## src/rtl/bg_rect_writer_if.sv

```systemverilog
// Bus between the loader/score-update logic (master) and the background
// rectangle writer (slave): descriptor, pixel stream and memory write port.
interface bg_rect_writer_if #(
   parameter int DATA_W = 8
);
   logic              start;
   logic [1:0]        region;
   logic [9:0]        rect_x;
   logic [9:0]        rect_y;
   logic [9:0]        rect_w;
   logic [9:0]        rect_h;
   logic              abort;
   logic              pix_valid;
   logic [DATA_W-1:0] pix_data;
   logic              pix_ready;
   logic              we;
   logic [1:0]        wr_region;
   logic [18:0]       wr_address;
   logic [DATA_W-1:0] wr_data;
   logic              busy;
   logic              done;
   logic              err;

   modport master (
      output start, region, rect_x, rect_y, rect_w, rect_h, abort, pix_valid, pix_data,
      input  pix_ready, we, wr_region, wr_address, wr_data, busy, done, err
   );

   modport slave (
      input  start, region, rect_x, rect_y, rect_w, rect_h, abort, pix_valid, pix_data,
      output pix_ready, we, wr_region, wr_address, wr_data, busy, done, err
   );
endinterface

```

## src/rtl/bg_rect_writer.sv

```systemverilog
// Fills an in-bounds sub-rectangle of a background region in raster order,
// turning a valid/ready pixel stream into registered linear-address writes.
module bg_rect_writer #(
   parameter int DATA_W   = 8,
   parameter int REGION_W = 320,
   parameter int MAP_H    = 480,
   parameter int SCORE_H  = 240
) (
   input logic            Clk,
   input logic            Reset,
   bg_rect_writer_if.slave bus
);

   typedef enum logic [0:0] {
      IDLE = 1'b0,
      RUN  = 1'b1
   } state_t;

   localparam logic [10:0] REGION_W_C = 11'(REGION_W);
   localparam logic [10:0] MAP_H_C    = 11'(MAP_H);
   localparam logic [10:0] SCORE_H_C  = 11'(SCORE_H);
   localparam logic [18:0] PITCH_C    = 19'(REGION_W);

   state_t            state_r;
   logic [1:0]        region_r;
   logic [9:0]        w_r;
   logic [9:0]        h_r;
   logic [9:0]        col_r;
   logic [9:0]        row_r;
   logic [18:0]       row_base_r;
   logic              we_r;
   logic [1:0]        wr_region_r;
   logic [18:0]       wr_address_r;
   logic [DATA_W-1:0] wr_data_r;
   logic              done_r;
   logic              err_r;

   logic [10:0]       x_end_s;
   logic [10:0]       y_end_s;
   logic [10:0]       y_lim_s;
   logic              start_ok_s;
   logic [18:0]       launch_base_s;
   logic              ready_s;
   logic              xfer_s;
   logic              col_last_s;
   logic              row_last_s;

   // Launch validation: bounds sums are 11 bits wide so they cannot wrap.
   always_comb begin
      x_end_s = {1'b0, bus.rect_x} + {1'b0, bus.rect_w};
      y_end_s = {1'b0, bus.rect_y} + {1'b0, bus.rect_h};
      case (bus.region)
         2'd1:       y_lim_s = MAP_H_C;
         2'd2, 2'd3: y_lim_s = SCORE_H_C;
         default:    y_lim_s = 11'd0;
      endcase
      start_ok_s = (bus.region != 2'd0) && (bus.rect_w != 10'd0) && (bus.rect_h != 10'd0) &&
                   (x_end_s <= REGION_W_C) && (y_end_s <= y_lim_s);
      // Multiply only once at launch; rows advance by addition afterwards.
      launch_base_s = 19'(bus.rect_y) * PITCH_C + 19'(bus.rect_x);
   end

   // Transfer and raster-position decode.
   always_comb begin
      ready_s    = (state_r == RUN);
      xfer_s     = bus.pix_valid && ready_s;
      col_last_s = (col_r == (w_r - 10'd1));
      row_last_s = (row_r == (h_r - 10'd1));
   end

   // Control FSM, raster counters and registered write port.
   always_ff @(posedge Clk) begin
      if (Reset) begin
         state_r      <= IDLE;
         region_r     <= 2'd0;
         w_r          <= 10'd0;
         h_r          <= 10'd0;
         col_r        <= 10'd0;
         row_r        <= 10'd0;
         row_base_r   <= 19'd0;
         we_r         <= 1'b0;
         wr_region_r  <= 2'd0;
         wr_address_r <= 19'd0;
         wr_data_r    <= '0;
         done_r       <= 1'b0;
         err_r        <= 1'b0;
      end else begin
         we_r   <= 1'b0;
         done_r <= 1'b0;
         err_r  <= 1'b0;
         case (state_r)
            IDLE: begin
               if (bus.start) begin
                  if (start_ok_s) begin
                     region_r   <= bus.region;
                     w_r        <= bus.rect_w;
                     h_r        <= bus.rect_h;
                     col_r      <= 10'd0;
                     row_r      <= 10'd0;
                     row_base_r <= launch_base_s;
                     state_r    <= RUN;
                  end else begin
                     err_r <= 1'b1;
                  end
               end
            end
            RUN: begin
               if (bus.abort) begin
                  state_r <= IDLE;
               end else if (xfer_s) begin
                  we_r         <= 1'b1;
                  wr_address_r <= row_base_r + 19'(col_r);
                  wr_data_r    <= bus.pix_data;
                  wr_region_r  <= region_r;
                  if (col_last_s) begin
                     col_r      <= 10'd0;
                     row_r      <= row_r + 10'd1;
                     row_base_r <= row_base_r + PITCH_C;
                     if (row_last_s) begin
                        done_r  <= 1'b1;
                        state_r <= IDLE;
                     end
                  end else begin
                     col_r <= col_r + 10'd1;
                  end
               end
            end
            default: state_r <= IDLE;
         endcase
      end
   end

   assign bus.pix_ready  = ready_s;
   assign bus.busy       = ready_s;
   assign bus.we         = we_r;
   assign bus.wr_region  = wr_region_r;
   assign bus.wr_address = wr_address_r;
   assign bus.wr_data    = wr_data_r;
   assign bus.done       = done_r;
   assign bus.err        = err_r;

endmodule

```

## src/flat_wrapper.sv

```systemverilog
// flat-port wrapper written by rule: the top's interface ports become plain ports
module bg_rect_writer_flat 
#(
   parameter int DATA_W   = 8,
   parameter int REGION_W = 320,
   parameter int MAP_H    = 480,
   parameter int SCORE_H  = 240
)
  (Clk, Reset, bus_start, bus_region, bus_rect_x, bus_rect_y, bus_rect_w, bus_rect_h, bus_abort, bus_pix_valid, bus_pix_data, bus_pix_ready, bus_we, bus_wr_region, bus_wr_address, bus_wr_data, bus_busy, bus_done, bus_err);
  bg_rect_writer_if #(.DATA_W(DATA_W)) bus_i ();
  input logic Clk;
  input logic Reset;
  input wire logic [$bits(bus_i.start)-1:0] bus_start;
  input wire logic [$bits(bus_i.region)-1:0] bus_region;
  input wire logic [$bits(bus_i.rect_x)-1:0] bus_rect_x;
  input wire logic [$bits(bus_i.rect_y)-1:0] bus_rect_y;
  input wire logic [$bits(bus_i.rect_w)-1:0] bus_rect_w;
  input wire logic [$bits(bus_i.rect_h)-1:0] bus_rect_h;
  input wire logic [$bits(bus_i.abort)-1:0] bus_abort;
  input wire logic [$bits(bus_i.pix_valid)-1:0] bus_pix_valid;
  input wire logic [$bits(bus_i.pix_data)-1:0] bus_pix_data;
  output wire logic [$bits(bus_i.pix_ready)-1:0] bus_pix_ready;
  output wire logic [$bits(bus_i.we)-1:0] bus_we;
  output wire logic [$bits(bus_i.wr_region)-1:0] bus_wr_region;
  output wire logic [$bits(bus_i.wr_address)-1:0] bus_wr_address;
  output wire logic [$bits(bus_i.wr_data)-1:0] bus_wr_data;
  output wire logic [$bits(bus_i.busy)-1:0] bus_busy;
  output wire logic [$bits(bus_i.done)-1:0] bus_done;
  output wire logic [$bits(bus_i.err)-1:0] bus_err;
  assign bus_i.start = bus_start;
  assign bus_i.region = bus_region;
  assign bus_i.rect_x = bus_rect_x;
  assign bus_i.rect_y = bus_rect_y;
  assign bus_i.rect_w = bus_rect_w;
  assign bus_i.rect_h = bus_rect_h;
  assign bus_i.abort = bus_abort;
  assign bus_i.pix_valid = bus_pix_valid;
  assign bus_i.pix_data = bus_pix_data;
  assign bus_pix_ready = bus_i.pix_ready;
  assign bus_we = bus_i.we;
  assign bus_wr_region = bus_i.wr_region;
  assign bus_wr_address = bus_i.wr_address;
  assign bus_wr_data = bus_i.wr_data;
  assign bus_busy = bus_i.busy;
  assign bus_done = bus_i.done;
  assign bus_err = bus_i.err;
  bg_rect_writer #(.DATA_W(DATA_W), .REGION_W(REGION_W), .MAP_H(MAP_H), .SCORE_H(SCORE_H)) u_core (.Clk(Clk), .Reset(Reset), .bus(bus_i));
endmodule
```

## config.mk

```make
export PLATFORM = sky130hd
export DESIGN_NAME = bg_rect_writer_flat
export DESIGN_NICKNAME = d
export VERILOG_FILES = /design/src/rtl/bg_rect_writer_if.sv /design/src/rtl/bg_rect_writer.sv /design/src/flat_wrapper.sv
export SDC_FILE = /design/constraint.sdc
export NUM_CORES = 1
export LEC_CHECK = 0
export BUFFER_PORTS_ARGS = -buffer_cell sky130_fd_sc_hd__buf_2
export CAP_MARGIN = 20
export CORE_ASPECT_RATIO = 1.2
export CORE_MARGIN = 5
export CORE_UTILIZATION = 59
export DETAILED_ROUTE_END_ITERATION = 10
export PLACE_DENSITY = 0.84
export SETUP_SLACK_MARGIN = 0.15
export SLEW_MARGIN = 20
export SYNTH_ARGS = -nofsm -noshare
export SYNTH_HDL_FRONTEND = slang
export SYNTH_SLANG_ARGS = --single-unit
```

## constraint.sdc

```tcl
create_clock -name Clk -period 5.7 [get_ports Clk]
set_clock_uncertainty 0.15 [all_clocks]
set_input_delay 1.14 -clock Clk [delete_from_list [all_inputs] [get_ports Clk]]
set_output_delay 1.14 -clock Clk [all_outputs]
set_load 0.005 [all_outputs]
```

==> results of run 1 <==
[stage by stage]
| step | hold slack [ns] | instances | total power, mW |
|---|---|---|---|
| after floorplan | 0.281 | 836 | 0.911 |
| after global placement | 0.289 | 1046 | 0.996 |
| after detailed placement | 0.293 | 1046 | 1.00 |
| after CTS | 0.300 | 1062 | 1.60 |
| after global routing | 0.317 | 1062 | 1.67 |
| final | 0.298 | 1062 | 1.59 |
[where the power goes]
group	internal, mW	total [mW]	switching, mW	leakage, nW
logic	0.134	0.323	0.189	2.09
registers	0.663	0.669	0.00664	0.757
clock network	0.350	0.602	0.252	0.148
[registers in the layout, summed over array words and instances (netlist names), 2 cells and up]
register and cells:
u_core.bus.wr_data 8, u_core.bus.wr_region 2, u_core.region_r 2, u_core.w_r 10, u_core.row_r 10, u_core.col_r 10
u_core.h_r 10, u_core.row_base_r 19, u_core.bus.wr_address 19
[routing by layer]
layer | track usage | share of wire
met5 | 0 | 0.00079
met4 | 0.0743 | 0.014
met3 | 0.0293 | 0.056
met2 | 0.414 | 0.48
met1 | 0.317 | 0.45
[layout make-up]
class / count / area (sq um) / share of cell area
multi-input combinational: 681 / 4590 / 0.609
sequential: 94 / 1880 / 0.250
timing repair buffer: 94 / 488 / 0.0647
clock buffer: 10 / 239 / 0.0317
tap: 154 / 193 / 0.0256
inverter: 23 / 86.3 / 0.0115
clock inverter: 6 / 61.3 / 0.00813
[worst register-to-register path, cell delays in order, from the launching register on]
cell and delay (ns):
dfxtp_1 0.47, ha_1 0.22, inv_1 0.05, fa_1 0.38
nor2b_1 0.15, o21ai_0 0.12, a21oi_1 0.22, o21ai_0 0.16
a21boi_0 0.30, a31oi_1 0.29, or3_1 0.37, a311oi_1 0.25
[synthesized netlist by cell type (3+ instances only)]
cell and instances:
o22ai_1 3, and3_1 11, and4_1 3, nand2_1 82, nor4_1 10, buf_2 7
ha_1 60, and2_1 5, o31a_1 4, nor2b_1 17, o21a_1 6, a31oi_1 9
a21boi_0 4, inv_1 23, nand4_1 5, nand3_1 18, fa_1 5, o21bai_1 3
nand2b_1 8, buf_1 3, a221oi_1 3, nor2_1 106, nor3b_1 3, o31ai_1 5
or2_2 4, or3b_1 5, a21oi_1 66, o21ai_0 44, nand3b_1 5, clkbuf_1 24
a211oi_1 21, dfxtp_1 94, xor2_1 29, a21o_1 6, or3_1 7, xnor2_1 31
a311oi_1 13, buf_4 3, o211ai_1 5, mux2i_1 30, nor3_1 17
[how the worst min path moves through the flow]
stage | end | slack (ns) | cells past startpoint
6_report | u_core.bus.wr_address[3] | 0.30 | 2
5_1_grt | u_core.bus.wr_data[4] | 0.32 | 2
4_1_cts | u_core.bus.wr_address[6] | 0.30 | 2
3_5_place_dp | u_core.bus.wr_data[3] | 0.29 | 2
3_3_place_gp | u_core.bus.wr_address[3] | 0.29 | 2
2_1_floorplan | u_core.bus.wr_region[0] | 0.28 | 2
[cell families (layout without fill, tap and decap cells)]
kind of cell / count (synthesis) / count (layout)
simple gates: 313 / 313
mux: 31 / 31
buf+inv: 61 / 133
fa+ha+maj: 65 / 65
flops: 94 / 94
compound gates: 212 / 212
xor+xnor: 60 / 60
==> qor.txt, run 1 <==
Pre-Repair DR Iteration Count -> 5
Crit path arrival time -> 5.00 ns
Synth Register Bits -> 94
pwr dens -> 211 mW/mm^2
row count -> 42
synth warn -> 0
1st-iter DRT viols -> 419
Synth Area in Adders -> 0.126
Avg WL per Cell -> 15.5 microns
Starting Density -> 0.607
Avg Cell Area, Syn -> 8.05 sq um
max-cap check violation count -> 0
Buf+Inv Stages, Crit Path -> 2
post-detailed-routing wire length -> 16.4 mm
commonest cells after routing, fill and taps aside -> nor2_1, dfxtp_1, buf_2, nand2_1, a21oi_1
vias in the first global route -> 5,854
vias per cell -> 5.81
worst r2r src -> u_core.col_r[0]
largest net degree at the start of global routing -> 63
Post-DP Area -> 0.00724 sq mm
Worst Slack Setup Final -> 0.749 ns
dpl hpwl -> 12.6 mm
CP delay by family, top -> compound AO/OA/AOI/OAI gates
worst-path cell chain -> buf_2 -> ha_1 -> fa_1 -> a211o_1 -> a21oi_1 -> o21ai_0 -> o21a_1 -> nor2_1 -> xnor2_1 -> ha_1 -> nand4_1 -> nor4_1 -> o211a_1 -> and4_1 -> nand2b_1 -> buf_4 -> mux2i_1 -> a21oi_1
first-pass GRT wire length -> 27.4 mm
GRT overflow -> 0
Tot GR Track Use -> 0.242
period utilisation layout -> 0.869
RSZ-0062 raised after global routing -> false
Syn Std Cell Area -> 0.00673 sq mm
P_leak -> 3.00 nW
post-CTS setup buffers -> 0
commonest non-fill, non-tap cell in the layout -> nor2_1
Hold Crit Start -> u_core.bus.wr_address[3]
post-synth top area share -> 0.280
CTS Sinks -> 94
Skew-Pair Late Insertion Delay -> 0.35 ns
post-route ant nets -> 0
Final setup viols -> 0
largest cells by area after synthesis -> dfxtp_1, ha_1, nor2_1
Worst Path Required -> 5.75 ns
HP Class -> flop to flop
via count -> 6,168
final hold viol count -> 0
Crit Path Class -> primary input to flop
Antenna Cells -> 0
TritonCTS clock tree -> built
Reg2Reg Capture Point -> u_core.bus.wr_address[12]
Layout area overhead -> 12.1%
Slew HR -> 0.419
post-synthesis async set-or-reset flop share -> 0
Post-synth top flop -> dfxtp_1
post-place setup slack -> 0.431 ns
NumNets Final -> 1,023
die area -> 0.0136 sq mm
worst reg2reg setup slack -> 2.48 ns
H-tree Lvls -> 3
initial antenna violation count -> 1
ratio of cells with drive above 1 in the final layout -> 0.138
critical path depth -> 18
CP endpoint kind -> flop
Synth Area in Compound Gates -> 0.207
core area -> 0.0111 sq mm
R2R depth -> 11
Worst setup SP type -> primary input
simple-gate share of the synthesized area -> 0.224
slowest stage delay, CP -> 0.43 ns
hold buffer count at CTS -> 0
max-slew violation count -> 0
register area share after synthesis -> 0.280
setup TNS -> 0 ns
Worst VDD drop -> 0.116 mV
EDFF count, synth -> 0
die span in x -> 107 microns
Critical Path Sink -> u_core.row_base_r[8]
largest family of logic cells by synthesized area -> simple AND/OR/NAND/NOR gates
clk buf depth -> 2
Netlist cell types -> 64
drt drc -> 0
status -> finished, final reports clean
CP startpoint -> bus_rect_h[0]
Final Core Density -> 0.680
Reg clk slew, reported paths -> 0.06 ns
xor and xnor area share after synthesis -> 0.0781
# fillers -> 966
Top Ports -> 89
mux share of post-synthesis cell area -> 0.0463
Max Freq -> 202 MHz
Syn Nets -> 956
worst-path fanout max -> 29
Port-buffer cells -> 88
design area -> 0.00754 sq mm
leading area contributor after synthesis -> dfxtp_1
Slew @ Worst Pin -> 0.870 ns
synthesized netlist cell count -> 836
chip height -> 127 microns
post-cts sizing count -> 0
CTS Root Cell -> clkbuf_16
post-layout min period -> 4.95 ns
CP max-delay cell -> fa_1
gpl congestion -> 0.984
TritonCTS Buffers -> 9
Power figures use the tool's default switching activity.
==> run 2: changes to the inputs <==
--- a/config.mk
+++ b/config.mk
@@ -8,8 +8,9 @@
 export BUFFER_PORTS_ARGS = -buffer_cell sky130_fd_sc_hd__buf_2
 export CAP_MARGIN = 20
 export CORE_ASPECT_RATIO = 1.2
-export CORE_MARGIN = 5
+export CORE_MARGIN = 10
 export CORE_UTILIZATION = 59
+export CTS_CLUSTER_SIZE = 20
 export DETAILED_ROUTE_END_ITERATION = 10
 export PLACE_DENSITY = 0.84
 export SETUP_SLACK_MARGIN = 0.15
==> qor.txt, run 2 (same netlist as run 1, synthesis figures left out) <==
post-layout min period -> 4.96 ns (+0.00964 ns)
post-route ant nets -> 0 (unchanged)
Avg WL per Cell -> 15.9 microns (+2.7%)
CP endpoint kind -> flop
row count -> 42 (unchanged)
ratio of cells with drive above 1 in the final layout -> 0.137 (-0.000951)
post-cts sizing count -> 0 (unchanged)
core area -> 0.0111 sq mm (unchanged)
Worst VDD drop -> 0.134 mV (+15%)
Slew HR -> 0.417 (-0.00187)
HP Class -> flop to flop
status -> finished, final reports clean
Layout area overhead -> 12.2%
Worst setup SP type -> primary input
CTS Root Cell -> clkbuf_16
CTS Sinks -> 94 (unchanged)
Tot GR Track Use -> 0.208 (-0.0338)
setup TNS -> 0 ns (unchanged)
Crit Path Class -> primary input to flop
max-slew violation count -> 0 (unchanged)
Starting Density -> 0.607 (unchanged)
Reg clk slew, reported paths -> 0.06 ns (about the same)
Port-buffer cells -> 88 (unchanged)
commonest non-fill, non-tap cell in the layout -> nor2_1
drt drc -> 0 (unchanged)
total power -> 1.62 mW (+1.4%)
Worst Path Required -> 5.80 ns (+0.05 ns)
die span in x -> 117 microns (+9.3%)
final hold viol count -> 0 (unchanged)
Top Ports -> 89 (unchanged)
TritonCTS Buffers -> 9 (unchanged)
Final setup viols -> 0 (unchanged)
worst-path fanout max -> 29 (unchanged)
Crit path arrival time -> 5.06 ns (+0.06 ns)
Pre-Repair DR Iteration Count -> 6 (+1)
hold buffer count at CTS -> 0 (unchanged)
post-detailed-routing wire length -> 16.9 mm (+2.7%)
post-CTS setup buffers -> 0 (unchanged)
post-place setup slack -> 0.416 ns (-0.0150 ns)
vias in the first global route -> 5,901 (+0.80%)
1st-iter DRT viols -> 462 (+10%)
Hold Worst Slack -> 0.296 ns (-0.00252 ns)
die area -> 0.0161 sq mm (+18%)
P_leak -> 3.00 nW (about the same)
Max Freq -> 202 MHz (-0.19%)
via count -> 6,284 (+1.9%)
commonest cells after routing, fill and taps aside -> nor2_1, dfxtp_1, buf_2, nand2_1, a21oi_1
vias per cell -> 5.92 (+1.9%)
RSZ-0062 raised after global routing -> false
period utilisation layout -> 0.870 (+0.00169)
pwr dens -> 214 mW/mm^2 (+1.3%)
NumNets Final -> 1,023 (unchanged)
largest net degree at the start of global routing -> 52 (-17%)
clk buf depth -> 2 (unchanged)
TritonCTS clock tree -> built
first-pass GRT wire length -> 28.1 mm (+2.9%)
chip height -> 137 microns (+7.9%)
GRT overflow -> 0 (unchanged)
H-tree Lvls -> 3 (unchanged)
Slew @ Worst Pin -> 0.872 ns (+0.00279 ns)
Skew-Pair Late Insertion Delay -> 0.35 ns (about the same)
initial antenna violation count -> 1 (unchanged)
gpl congestion -> 0.975 (-0.92%)
dpl hpwl -> 13.1 mm (+3.5%)
max-cap check violation count -> 0 (unchanged)
Worst Slack Setup Final -> 0.739 ns (-0.00964 ns)
-- run 2: cell count changes in the layout (fill, tap and decap cells not counted) --
cell,before,now
clkbuf_8,1,3
buf_2,87,88
clkinv_4,1,0
buf_4,7,6
clkinv_2,3,1
diode_2,0,1
-- run 2: layout make-up --
class                           instances  area [sq um]
Tap cell                              154           193
Multi-Input combinational cell        681          4590
Clock inverter                          3          42.5
Antenna cell                            1          2.50
Fill cell                             963          3540
Sequential cell                        94          1880
Clock buffer                           12           267
Inverter                               23          86.3
Timing Repair Buffer                   94           485
-- run 2: critical path: stages --
cell and delay, ns:
buf_2 0.12, ha_1 0.22, fa_1 0.42, a211o_1 0.30, a21oi_1 0.21, o21ai_0 0.15
o21a_1 0.18, nor2_1 0.11, xnor2_1 0.08, ha_1 0.32, nand4_1 0.10, nor4_1 0.35
o211a_1 0.26, and4_1 0.28, nand2b_1 0.12, buf_4 0.31, a21oi_1 0.12, a211oi_1 0.25
-- run 2: layer usage --
| layer | wire length [microns] | track usage |
|---|---|---|
| met1 | 7910 | 0.267 |
| met5 | 0 | 0 |
| met2 | 7640 | 0.345 |
| met3 | 937 | 0.0354 |
| met4 | 370 | 0.0736 |
-- run 2: where the power goes --
| group | internal, mW | switching [mW] | total, mW |
|---|---|---|---|
| logic | 0.134 | 0.190 | 0.323 |
| registers | 0.663 | 0.00681 | 0.670 |
| clock network | 0.373 | 0.251 | 0.623 |
| total | 1.17 | 0.447 | 1.62 |
-- run 2: path summary, 6_finish.rpt --
path | start | endpoint | slack [ns] | cells past startpoint
max reg2reg | u_core.col_r[8] | u_core.row_base_r[9] | 2.53 | 10
min | u_core.bus.wr_address[3] | u_core.bus.wr_address[3] | 0.30 | 2
max | bus_rect_h[0] | u_core.row_base_r[9] | 0.74 | 18
min reg2reg | u_core.bus.wr_address[3] | u_core.bus.wr_address[3] | 0.30 | 2
-- run 2: per-stage QoR --
stage,cells,instance area [sq um],util
after detailed placement,1046,7240,0.653
after CTS,1061,7540,0.680
after global routing,1061,7540,0.680
final,1062,7550,0.681
after global placement,1046,7240,0.653
after floorplan,836,6730,-
